### config.mk
export PLATFORM = sky130hd
export DESIGN_NAME = keypad_scan_ctrl_flat
export DESIGN_NICKNAME = d
export VERILOG_FILES = /design/src/rtl/keypad_scan_ctrl_if.sv /design/src/rtl/keypad_scan_ctrl.sv /design/src/flat_wrapper.sv
export SDC_FILE = /design/constraint.sdc
export NUM_CORES = 1
export LEC_CHECK = 0
export CAP_MARGIN = 0
export CORE_MARGIN = 5
export CORE_UTILIZATION = 62
export DETAILED_ROUTE_END_ITERATION = 7
export GPL_TIMING_DRIVEN = 0
export PLACE_DENSITY = 0.83
export SLEW_MARGIN = 5
export SYNTH_ARGS = -nofsm -noshare
export SYNTH_HDL_FRONTEND = slang
export SYNTH_SLANG_ARGS = --single-unit
### constraint.sdc
create_clock -name clk -period 6.5 [get_ports clk]
set_input_delay 1.3 -clock clk [delete_from_list [all_inputs] [get_ports clk]]
set_output_delay 1.3 -clock clk [all_outputs]
set_load 0.02 [all_outputs]
### src/rtl/keypad_scan_ctrl_if.sv
// Keypad pin and key-report bundle for the keypad scan controller.
// master: the scan controller (drives columns and key reports, reads rows).
// slave:  the keypad/application side.
interface keypad_scan_ctrl_if;
  logic [3:0] row_in;     // raw keypad rows, active-low, asynchronous
  logic [3:0] col_out;    // column drives, active-low, one-cold
  logic [3:0] key_code;   // {row, col} of the last accepted key
  logic       key_valid;  // one-cycle strobe per accepted press
  logic       key_held;   // high from accept until release is debounced

  modport master (
    input  row_in,
    output col_out,
    output key_code,
    output key_valid,
    output key_held
  );

  modport slave (
    output row_in,
    input  col_out,
    input  key_code,
    input  key_valid,
    input  key_held
  );
endinterface

### src/rtl/keypad_scan_ctrl.sv
// 4x4 active-low matrix keypad scanner with a single shared debounce counter.
// Columns are driven one at a time; when a row reads low at the end of a
// column dwell, the key is debounced, reported once, and then tracked until
// its release is debounced. Only one key is tracked at a time.
module keypad_scan_ctrl #(
  parameter int SCAN_TICKS     = 1000,    // dwell per column, >= 3
  parameter int DEBOUNCE_TICKS = 1000000  // stable cycles to accept, >= 2
) (
  input  logic                 clk,
  input  logic                 rst,
  keypad_scan_ctrl_if.master   kp
);

  localparam int DW = $clog2(SCAN_TICKS);
  localparam int BW = $clog2(DEBOUNCE_TICKS);
  localparam logic [DW-1:0] DWELL_LAST = DW'(SCAN_TICKS - 32'sd1);
  localparam logic [BW-1:0] DEB_LAST   = BW'(DEBOUNCE_TICKS - 32'sd1);

  typedef enum logic [1:0] {
    ST_SCAN     = 2'd0,
    ST_DEBOUNCE = 2'd1,
    ST_HELD     = 2'd2,
    ST_RELEASE  = 2'd3
  } state_t;

  // One-cold column drive pattern for a column index.
  function automatic logic [3:0] col_drive(input logic [1:0] c);
    col_drive = ~(4'b0001 << c);
  endfunction

  logic [3:0]    sync1_r;
  logic [3:0]    rs_r;
  state_t        state_r;
  logic [DW-1:0] dwell_r;
  logic [BW-1:0] deb_r;
  logic [1:0]    col_r;
  logic [1:0]    row_r;
  logic [3:0]    col_out_r;
  logic [3:0]    key_code_r;
  logic          key_valid_r;
  logic          key_held_r;

  logic          any_low_s;
  logic [1:0]    low_row_s;
  logic          row_bit_s;
  logic [1:0]    next_col_s;

  // Two-flop synchronizer for the asynchronous row inputs (idle = all high).
  always_ff @(posedge clk) begin
    if (rst) begin
      sync1_r <= 4'hF;
      rs_r    <= 4'hF;
    end else begin
      sync1_r <= kp.row_in;
      rs_r    <= sync1_r;
    end
  end

  // Lowest-index low row, the tracked row level and the next column index.
  always_comb begin
    any_low_s  = (rs_r != 4'hF);
    row_bit_s  = rs_r[row_r];
    next_col_s = col_r + 2'd1;
    if (!rs_r[0]) begin
      low_row_s = 2'd0;
    end else if (!rs_r[1]) begin
      low_row_s = 2'd1;
    end else if (!rs_r[2]) begin
      low_row_s = 2'd2;
    end else begin
      low_row_s = 2'd3;
    end
  end

  // Scan / debounce / hold / release state machine with registered outputs.
  always_ff @(posedge clk) begin
    if (rst) begin
      state_r     <= ST_SCAN;
      dwell_r     <= {DW{1'b0}};
      deb_r       <= {BW{1'b0}};
      col_r       <= 2'd0;
      row_r       <= 2'd0;
      col_out_r   <= 4'b1110;
      key_code_r  <= 4'h0;
      key_valid_r <= 1'b0;
      key_held_r  <= 1'b0;
    end else begin
      key_valid_r <= 1'b0;
      case (state_r)
        ST_SCAN: begin
          if (dwell_r == DWELL_LAST) begin
            dwell_r <= {DW{1'b0}};
            if (any_low_s) begin
              // Stay on this column so {row, col} names the pressed key.
              row_r   <= low_row_s;
              deb_r   <= {BW{1'b0}};
              state_r <= ST_DEBOUNCE;
            end else begin
              col_r     <= next_col_s;
              col_out_r <= col_drive(next_col_s);
            end
          end else begin
            dwell_r <= dwell_r + DW'(1'b1);
          end
        end

        ST_DEBOUNCE: begin
          if (row_bit_s) begin
            // Bounce: give up on this key and move to the next column.
            deb_r     <= {BW{1'b0}};
            dwell_r   <= {DW{1'b0}};
            col_r     <= next_col_s;
            col_out_r <= col_drive(next_col_s);
            state_r   <= ST_SCAN;
          end else if (deb_r == DEB_LAST) begin
            key_code_r  <= {row_r, col_r};
            key_valid_r <= 1'b1;
            key_held_r  <= 1'b1;
            deb_r       <= {BW{1'b0}};
            state_r     <= ST_HELD;
          end else begin
            deb_r <= deb_r + BW'(1'b1);
          end
        end

        ST_HELD: begin
          if (row_bit_s) begin
            deb_r   <= {BW{1'b0}};
            state_r <= ST_RELEASE;
          end else begin
            deb_r <= {BW{1'b0}};
          end
        end

        ST_RELEASE: begin
          if (!row_bit_s) begin
            // Release bounce: key is still down, no new report.
            deb_r   <= {BW{1'b0}};
            state_r <= ST_HELD;
          end else if (deb_r == DEB_LAST) begin
            key_held_r <= 1'b0;
            deb_r      <= {BW{1'b0}};
            dwell_r    <= {DW{1'b0}};
            col_r      <= next_col_s;
            col_out_r  <= col_drive(next_col_s);
            state_r    <= ST_SCAN;
          end else begin
            deb_r <= deb_r + BW'(1'b1);
          end
        end

        default: begin
          state_r <= ST_SCAN;
          deb_r   <= {BW{1'b0}};
          dwell_r <= {DW{1'b0}};
        end
      endcase
    end
  end

  assign kp.col_out   = col_out_r;
  assign kp.key_code  = key_code_r;
  assign kp.key_valid = key_valid_r;
  assign kp.key_held  = key_held_r;

endmodule
### src/flat_wrapper.sv
// flat-port wrapper written by rule: the top's interface ports become plain ports
module keypad_scan_ctrl_flat 
#(
  parameter int SCAN_TICKS     = 1000,                             
  parameter int DEBOUNCE_TICKS = 1000000                                  
)
  (clk, rst, kp_row_in, kp_col_out, kp_key_code, kp_key_valid, kp_key_held);
  keypad_scan_ctrl_if kp_i ();
  input  logic clk;
  input  logic rst;
  input wire logic [$bits(kp_i.row_in)-1:0] kp_row_in;
  output wire logic [$bits(kp_i.col_out)-1:0] kp_col_out;
  output wire logic [$bits(kp_i.key_code)-1:0] kp_key_code;
  output wire logic [$bits(kp_i.key_valid)-1:0] kp_key_valid;
  output wire logic [$bits(kp_i.key_held)-1:0] kp_key_held;
  assign kp_i.row_in = kp_row_in;
  assign kp_col_out = kp_i.col_out;
  assign kp_key_code = kp_i.key_code;
  assign kp_key_valid = kp_i.key_valid;
  assign kp_key_held = kp_i.key_held;
  keypad_scan_ctrl #(.SCAN_TICKS(SCAN_TICKS), .DEBOUNCE_TICKS(DEBOUNCE_TICKS)) u_core (.clk(clk), .rst(rst), .kp(kp_i));
endmodule
# --- After elaboration in Yosys (flattened, before gate mapping) ---
# Cells that the tools add are included.
op_classes:
  n_addsub: 3
  n_lt_le_gt_ge: 1
  n_eq_ne: 17
  shift: 1
  mux: 42
  bitwise: 3
  reduce_logical: 11
op_table:
  columns: ["op", "count"]
  rows:
  - ["two-way mux 20 bit", 5]
  - ["case mux 20 bit (4 select lines)", 1]
  - ["two-way mux 10 bit", 4]
  - ["case mux 10 bit (3 select lines)", 1]
  - ["two-way mux 2 bit", 14]
  - ["adder 20 x 1 -> 20 bit, second input constant", 1]
  - ["equality test 20 bit, second input constant", 1]
  - ["two-way mux 4 bit", 5]
  - ["inequality test 2 x 1 -> 1 bit, second input constant", 7]
  - ["case mux 4 bit (3 select lines)", 1]
  - ["adder 10 x 1 -> 10 bit, second input constant", 1]
  - ["equality test 10 bit, second input constant", 1]
  - ["AND reduction 5 bit", 2]
  - ["case mux 2 bit (4 select lines)", 1]
  - ["two-way mux 1 bit", 7]
  - ["case mux 2 bit (3 select lines)", 1]
  - ["AND reduction 3 bit", 2]
  - ["AND reduction 6 bit", 1]
  - ["equality test 2 bit, second input constant", 2]
  - ["inequality test 2 bit, second input constant", 2]
  - ["inequality test 4 bit, second input constant", 1]
  - ["NOT 4 bit", 1]
  - ["AND reduction 4 bit", 1]
  - ["left shift 1 x 2 -> 4 bit, first input constant", 1]
  - ["other kinds (13)", 14]
word_totals:
  regBits: 54
  input_bits: 6
  output_inout_bits: 10
  elab_cells: 89

# --- Depth between registers and ports, before layout ---
# Gate-level depths: netlist (run 1).
logic_depth:
  ltp_word: 6
  mapped_depth: 8
  ltp_nobuf: 7

# --- Worst setup path after synthesis (run 1) ---
# Ideal clock, no wire load.
synth_timing:
  path_type: "input to register"
  start: "input port rst"
  end: "register u_core.dwell_r[9]"
  setup_ns: 0.117
  t_arrival_ns: 1.959
  t_required_ns: 6.383
  setup_slack_ns: 4.425
  path_stages: 4
  path_buffers: 0
  path_cell_list: "inv_1 -> a31oi_2 -> o32ai_1 -> a22o_1"
synth_lines:
  columns: ["element", "line", "source"]
  rows:
  - ["start: declaration", "flat_wrapper.sv:10", "input logic rst;"]
  - ["end signal: assignment", "keypad_scan_ctrl.sv:79", "dwell_r <= {DW{1'b0}};"]
  - ["end signal: assignment", "keypad_scan_ctrl.sv:92", "dwell_r <= {DW{1'b0}};"]
  - ["end signal: assignment", "keypad_scan_ctrl.sv:103", "dwell_r <= dwell_r + DW'(1'b1);"]
  - ["end: declaration", "keypad_scan_ctrl.sv:34", "logic [DW-1:0] dwell_r;"]

# --- Worst setup path in the final report (run 1) ---
layout_timing:
  start: "input port rst"
  end: "register u_core.col_r[0]"
layout_lines:
  columns: ["element", "line", "source"]
  rows:
  - ["end signal: assignment", "keypad_scan_ctrl.sv:99", "col_r <= next_col_s;"]
  - ["end signal: assignment", "keypad_scan_ctrl.sv:112", "col_r <= next_col_s;"]
  - ["end signal: assignment", "keypad_scan_ctrl.sv:144", "col_r <= next_col_s;"]
  - ["end: declaration", "keypad_scan_ctrl.sv:36", "logic [1:0] col_r;"]
# No word-level cell between the ends.

==> results of run 1 <==
critical path, stage by stage:
cell             delay, ns
clkdlybuf4s50_1       0.54
clkbuf_1              0.40
clkbuf_1              0.47
nor2_1                0.10
placed cells by master, fill, tap and decap left out, types with 2 or more instances in the layout:
master and n:
a311oi_1 2, a21oi_1 16, o31ai_1 2, xnor2_1 7
or2_2 10, nor4_1 4, clkdlybuf4s50_1 15, or3_1 2
nor3b_1 3, clkbuf_1 7, and4_1 2, inv_1 6
and3_1 6, nand4_1 10, nand2b_1 3, nor4b_2 3
nand2_1 14, dfxtp_1 54, buf_2 5, or4_1 2
mux2i_1 7, clkbuf_8 5, and2_1 2, nor2_1 45
o21ai_0 8, nor3_1 10, xor2_1 12, ha_1 6
buf_6 2, nand3_1 10
cell families after synthesis:
logic type | count (synthesis)
fa+ha+maj | 6
buf+inv | 19
simple gates | 138
xor+xnor | 20
mux | 8
compound gates | 40
flops | 54
cell type report:
type / count / share of cell area (%)
buffer: 13 / 2.398
clock buffer: 6 / 2.484
clock inverter: 2 / 1.285
inverter: 6 / 0.7709
multi-input combinational: 212 / 48.78
sequential: 54 / 37.00
tap: 50 / 2.141
timing repair buffer: 15 / 5.139
metrics by stage:
stage          utilization, %  power, uW
2_1_floorplan               -      358.9
3_3_place_gp            69.78      365.8
3_5_place_dp            69.78      366.7
4_1_cts                 72.52      587.8
5_1_grt                 72.52      604.5
6_report                72.52      583.3
registers in the layout, summed over array words and instances, names as in the netlist, named ones only:
| name | count |
|---|---|
| u_core.deb_r | 20 |
| u_core.kp.key_held | 1 |
| u_core.dwell_r | 10 |
| u_core.kp.key_code | 4 |
| u_core.rs_r | 4 |
| u_core.state_r | 1 |
| u_core.col_r | 2 |
| u_core.kp.col_out | 4 |
| u_core.kp.key_valid | 1 |
| u_core.row_r | 2 |
| u_core.sync1_r | 4 |
metal layers:
layer  part of all wire [%]  vias up  wire [um]
li1                       -     1056          -
met1                     49     1013       2532
met2                     47       28       2418
met3                    2.5        9        129
met4                    1.5        0         78
met5                      0        -          0
how the worst max path moves through the flow:
| stage | to | slack, ns | depth (start not counted) |
|---|---|---|---|
| 2_1_floorplan | u_core.dwell_r[9]$_SDFFE_PP0P_ | 4.42 | 4 |
| 3_3_place_gp | u_core.kp.key_valid$_SDFF_PP0_ | 3.58 | 4 |
| 3_5_place_dp | u_core.col_r[0]$_SDFFE_PP0P_ | 3.57 | 4 |
| 4_1_cts | u_core.deb_r[19]$_SDFFE_PP0P_ | 3.89 | 4 |
| 5_1_grt | u_core.deb_r[15]$_SDFFE_PP0P_ | 3.63 | 8 |
| 6_report | u_core.col_r[0]$_SDFFE_PP0P_ | 3.87 | 4 |
report_power, final:
| part | switching (uW) | internal (uW) | total, uW | leakage, uW |
|---|---|---|---|---|
| clock | 109 | 115 | 224 | 0.0000514 |
| combinational | 12.6 | 9.56 | 22.2 | 0.000566 |
| sequential | 2.76 | 334 | 337 | 0.000438 |
| total | 124 | 459 | 583 | 0.00105 |
==> flow_metrics.tcl, run 1 <==
set metrics [dict create \
    die_h_um 74.74 \
    period_share_pct 40.49 \
    dr_total_vias 2106 \
    clock_tree.root_cell "clkbuf_8" \
    stdcell_count 358 \
    setup_violations 0 \
    status "complete, no violations" \
    clkLatencyLatePin_ns 0.31 \
    worstHoldStart "u_core.sync1_r[2]$_SDFF_PP1_" \
    rsz0062_at_grt "no" \
    initialDrtViolationCount 100 \
    synth_common_cells "dfxtp_1 (54), nor2_1 (45), a21oi_1 (16), nand2_1 (14), xor2_1 (12)" \
    async_flop_share_pct 0 \
    antenna_cells 0 \
    totalNegativeSetupSlack_ns 0 \
    r2r-end "u_core.deb_r[5]$_SDFFE_PP0P_" \
    clock_tree.buffer_depth 2 \
    postSynthCellCount 285 \
    synthMuxAreaShare_pct 3.563 \
    path_clk_slew_ns 0.09 \
    drt-total-wl_um 5159 \
    n_fill_cell 317 \
    cts_tree "done" \
    cp-startpoint "rst" \
    grt_pass1_wl_um 9183 \
    netlist_top_cells_area "dfxtp_1 (42%), nor2_1 (6.5%), xor2_1 (4.0%), a21oi_1 (3.1%), ha_1 (2.9%)" \
    ir_worst_vdd_v 0.0001571 \
    synth_warnings 0 \
    routed_via_density 5.883 \
    syn_nets 297 \
    postLayoutCellArea_sq_um 2922 \
    p_leak_uw 0.001054 \
    post-dp-hpwl_um 3719 \
    boundaryPins 16 \
    syn2layout_area_growth_pct 12.42 \
    placeableCoreArea_sq_um 4029 \
    whs_endpoint "u_core.rs_r[2]$_SDFF_PP1_" \
    firstDrtPassIters 4 \
    setup_ws_ns 3.868 \
    dp.cells 350 \
    synth-main-ff-cell "dfxtp_1" \
    busiest_layer "met2" \
    start_kind "input port" \
    hold_path.class "reg2reg" \
    timing.rr.start "u_core.deb_r[0]$_SDFFE_PP0P_" \
    max-cap-violations 0 \
    grt_pass1_vias 2028 \
    io_buffer_count 15 \
    grt-ovfl-total 0 \
    grt_max_degree 17 \
    ctsResizeCount 0 \
    synth_compound_area_share_pct 10.74 \
    postCtsSetupRepairBufs 0 \
    worstSetupPathType "in2reg" \
    met3_usage_pct 4.539 \
    period_minus_slack_ns 2.632 \
    avgSynthCellArea_sq_um 9.118 \
    drive_gt1_share_pct 13.31 \
    min_path_cells 1 \
    ys_ff_latch 54 \
    worst_setup_path_end_kind "flop" \
    maxSlewViolCount 0 \
    drc 0 \
    multi_input_comb_area_sq_um 1425 \
    synth_top_area_share_pct 41.60 \
    cts-htree-levels 2 \
    synth-adder-area-share_pct 2.889 \
    area.sequential_sq_um 1081 \
    holdWs_ns 0.4177 \
    dpl_cell_area_sq_um 2811 \
    timing.fmax_ghz 0.3799 \
    ant_nets 0 \
    dp_worst_setup_slack_ns 3.565 \
    worst_slew_pin_slew_ns 0.5886 \
    rr_worst_depth 8 \
    hold_buffers 0 \
    synth_edf_count 0 \
    die_area_sq_um 5586 \
    num_rows 23 \
    cts_buffers 5 \
    use_met2_pct 33.95 \
    synthSimpleGateAreaFrac_pct 30.62 \
    p_per_area_nw_per_um2 199.7 \
    required_ns 6.69 \
    hold_viol_final 0 \
    synth_area_sq_um 2599 \
    wl_per_cell_um 14.41 \
    gp_congestion 0.8034 \
    crit_arrival_ns 2.82 \
    yosysMostFrequentCell "dfxtp_1" \
    die_x_um 74.74 \
    seq_area_frac_synth_pct 41.60 \
    cp_max_fo 10 \
    max-slew-margin-rel_pct 60.61 \
    r2r_setup_slack_ns 3.87 \
    synth_top_family_by_area "simple AND/OR/NAND/NOR gates" \
    grtUsageMet1_pct 27.92 \
    worst_clock_skew_ns 0.005229 \
    initial_core_util_pct 64.50 \
    synthXorXnorAreaFrac_pct 7.029 \
    yosysTopAreaCell "dfxtp_1" \
    groute.usage.overall_pct 21.04 \
    antenna_found_initial 0 \
    layout.nets 319 \
    clock-sinks 54 \
    ys_types 54 \
]
No activity file was read; power rests on OpenSTA's default activity.
==> inputs of run 2 (changes only) <==
--- a/config.mk
+++ b/config.mk
@@ -7,10 +7,10 @@
 export LEC_CHECK = 0
 export CAP_MARGIN = 0
 export CORE_MARGIN = 5
-export CORE_UTILIZATION = 62
+export CORE_UTILIZATION = 53
 export DETAILED_ROUTE_END_ITERATION = 7
 export GPL_TIMING_DRIVEN = 0
-export PLACE_DENSITY = 0.83
+export PLACE_DENSITY = 0.75
 export SLEW_MARGIN = 5
 export SYNTH_ARGS = -nofsm -noshare
 export SYNTH_HDL_FRONTEND = slang
==> constraint.sdc (replaced) <==
create_clock -name clk -period 2.2 [get_ports clk]
set_input_delay 0.44 -clock clk [delete_from_list [all_inputs] [get_ports clk]]
set_output_delay 0.44 -clock clk [all_outputs]
set_load 0.02 [all_outputs]
==> run 2 against run 1 <==
First-iteration DRC count fell by 10%. Count of clock-buffer cells in the layout fell by 1. Sequential power rose to 3.0 times the previous value. Critical endpoint is now u_core.dwell_r[9]$_SDFFE_PP0P_. Largest power group unchanged. Final cell count rose by 5.3%. Global-route usage fell by 3.5 points. Sequential cell count did not move. Power rose to 3.0 times the previous value.
==> flow_metrics.tcl, run 2 (same netlist as run 1, synthesis figures left out) <==
set metrics [dict create \
    status "complete, no violations" \
    path_clk_slew_ns 0.10 \
    hold_path.class "reg2reg" \
    timing.rr.start "u_core.state_r[0]$_SDFFE_PP0P_" \
    grt_pass1_wl_um 8928 \
    grt_max_degree 18 \
    cts-htree-levels 2 \
    dp.cells 367 \
    ant_nets 0 \
    grt-ovfl-total 0 \
    setup_violations 0 \
    final_common_cell "dfxtp_1" \
    grtUsageMet1_pct 22.81 \
    met3_usage_pct 3.950 \
    min_path_cells 1 \
    clock-sinks 54 \
    busiest_layer "met2" \
    period_minus_slack_ns 2.129 \
    initialDrtViolationCount 90 \
    r2r-end "u_core.dwell_r[9]$_SDFFE_PP0P_" \
    num_rows 25 \
    initial_core_util_pct 54.66 \
    drt-total-wl_um 5185 \
    wl_per_cell_um 13.75 \
    finalPower_uw 1742 \
    postLayoutCellArea_sq_um 3049 \
    routed_via_density 5.507 \
    syn2layout_area_growth_pct 17.33 \
    r2r_setup_slack_ns 0.07 \
    largest_reg_flops 20 \
    placeableCoreArea_sq_um 4755 \
    io_buffer_count 15 \
    cts_buffers 5 \
    cp_max_fo 9 \
    layout.nets 321 \
    worstSetupPathType "reg2reg" \
    stdcell_count 377 \
    p_per_area_nw_per_um2 571.2 \
    boundaryPins 16 \
    dpl_cell_area_sq_um 2833 \
    dr_total_vias 2076 \
    worst_setup_path_end_kind "flop" \
    max-slew-margin-rel_pct 60.44 \
    maxSlewViolCount 0 \
    dp_worst_setup_slack_ns -0.4528 \
    ir_worst_vdd_v 0.0003554 \
    antenna_found_initial 0 \
    whs_endpoint "u_core.rs_r[0]$_SDFF_PP1_" \
    crit_arrival_ns 2.34 \
    drive_gt1_share_pct 18.71 \
    clkLatencyLatePin_ns 0.31 \
    largest_register "u_core.deb_r" \
    start_kind "flop" \
    clock_tree.buffer_depth 2 \
    worst_slew_pin_slew_ns 0.5912 \
    layout_common_cells "dfxtp_1 (50), nor2_1 (43), a21oi_1 (16)" \
    die_h_um 80.03 \
    drc 0 \
    cts_tree "done" \
    p_leak_uw 0.001103 \
    groute.usage.overall_pct 17.54 \
    rsz0062_at_grt "no" \
    period_share_pct 96.75 \
    worst_clock_skew_ns 0.01040 \
    rr_worst_depth 7 \
    die_x_um 80.03 \
    setup_ws_ns 0.07143 \
    post-dp-hpwl_um 3634 \
    firstDrtPassIters 4 \
    grt_pass1_vias 1980 \
    use_met2_pct 28.06 \
    n_fill_cell 408 \
    die_area_sq_um 6404 \
    worstHoldStart "u_core.sync1_r[0]$_SDFF_PP1_" \
    max-cap-violations 0 \
    timing.fmax_ghz 0.4698 \
    reg_top3 "u_core.deb_r (20), u_core.dwell_r (10)" \
    required_ns 2.41 \
    gp_congestion 0.8473 \
    hold_viol_final 0 \
    clock_tree.root_cell "clkbuf_8" \
    antenna_cells 0 \
]
[run 2: cell count changes in the layout (fill, tap and decap cells not counted), moves of 2 or more]
| cell | previous run | this run |
|---|---|---|
| buf_4 | 0 | 3 |
| clkbuf_1 | 7 | 5 |
| dfxtp_1 | 54 | 50 |
| dfxtp_2 | 0 | 4 |
| ha_1 | 6 | 4 |
| ha_2 | 0 | 2 |
| nor2_1 | 45 | 43 |
| nor3_1 | 10 | 8 |
| nor3_2 | 0 | 2 |
[run 2: layout make-up]
class	count	area [sq um]	area share (%)
multi-input combinational	212	1501	49.24
inverter	6	22.52	0.7386
clock buffer	5	68.82	2.257
tap	67	83.83	2.749
sequential	54	1086	35.62
timing repair buffer	18	172.7	5.663
buffer	12	68.82	2.257
clock inverter	3	45.04	1.477
[run 2: stage by stage]
step	util, %	hold WS (ns)	TNS, ns
4_1_cts	62.39	0.4195	0
2_1_floorplan	-	0.3895	0
3_5_place_dp	59.58	0.3952	-5.743
6_report	64.13	0.4158	0
5_1_grt	64.13	0.4328	0
3_3_place_gp	59.58	0.3907	-5.447
[run 2: worst max path at each step]
stage | from | to | cells past startpoint
final | u_core.state_r[0]$_SDFFE_PP0P_ | u_core.dwell_r[9]$_SDFFE_PP0P_ | 7
after floorplan | u_core.deb_r[0]$_SDFFE_PP0P_ | u_core.kp.key_code[2]$_SDFFE_PP0P_ | 8
after global routing | u_core.state_r[0]$_SDFFE_PP0P_ | u_core.dwell_r[9]$_SDFFE_PP0P_ | 7
after global placement | u_core.deb_r[0]$_SDFFE_PP0P_ | u_core.deb_r[4]$_SDFFE_PP0P_ | 8
after CTS | u_core.deb_r[2]$_SDFFE_PP0P_ | u_core.dwell_r[9]$_SDFFE_PP0P_ | 7
after detailed placement | u_core.deb_r[0]$_SDFFE_PP0P_ | u_core.deb_r[4]$_SDFFE_PP0P_ | 8
[run 2: layer usage]
layer	wire [um]	vias up
li1	-	1062
met1	2489	973
met2	2440	35
met3	194	6
met4	61	0
met5	0	-
[run 2: repair_timing]
item,4_1_cts,5_1_grt
resized for setup,5,14
pin swaps,0,5
buffers inserted,0,3
hold endpoints to repair,0,0
hold buffers,0,0
setup endpoints to repair,22,27
[run 2: critical path: stages (launching register included)]
cell	delay, ns
dfxtp_1	0.31
buf_2	0.17
or2_2	0.35
nor4b_2	0.46
nor3_2	0.11
a31oi_4	0.29
o32ai_1	0.15
a22o_1	0.19
[run 2: report_power, final]
part	leakage, uW	internal [uW]	total [uW]	switching (uW)
Combinational	0.000614	30.7	68.6	37.9
Sequential	0.000439	989	997	7.80
Clock	0.0000504	339	676	337
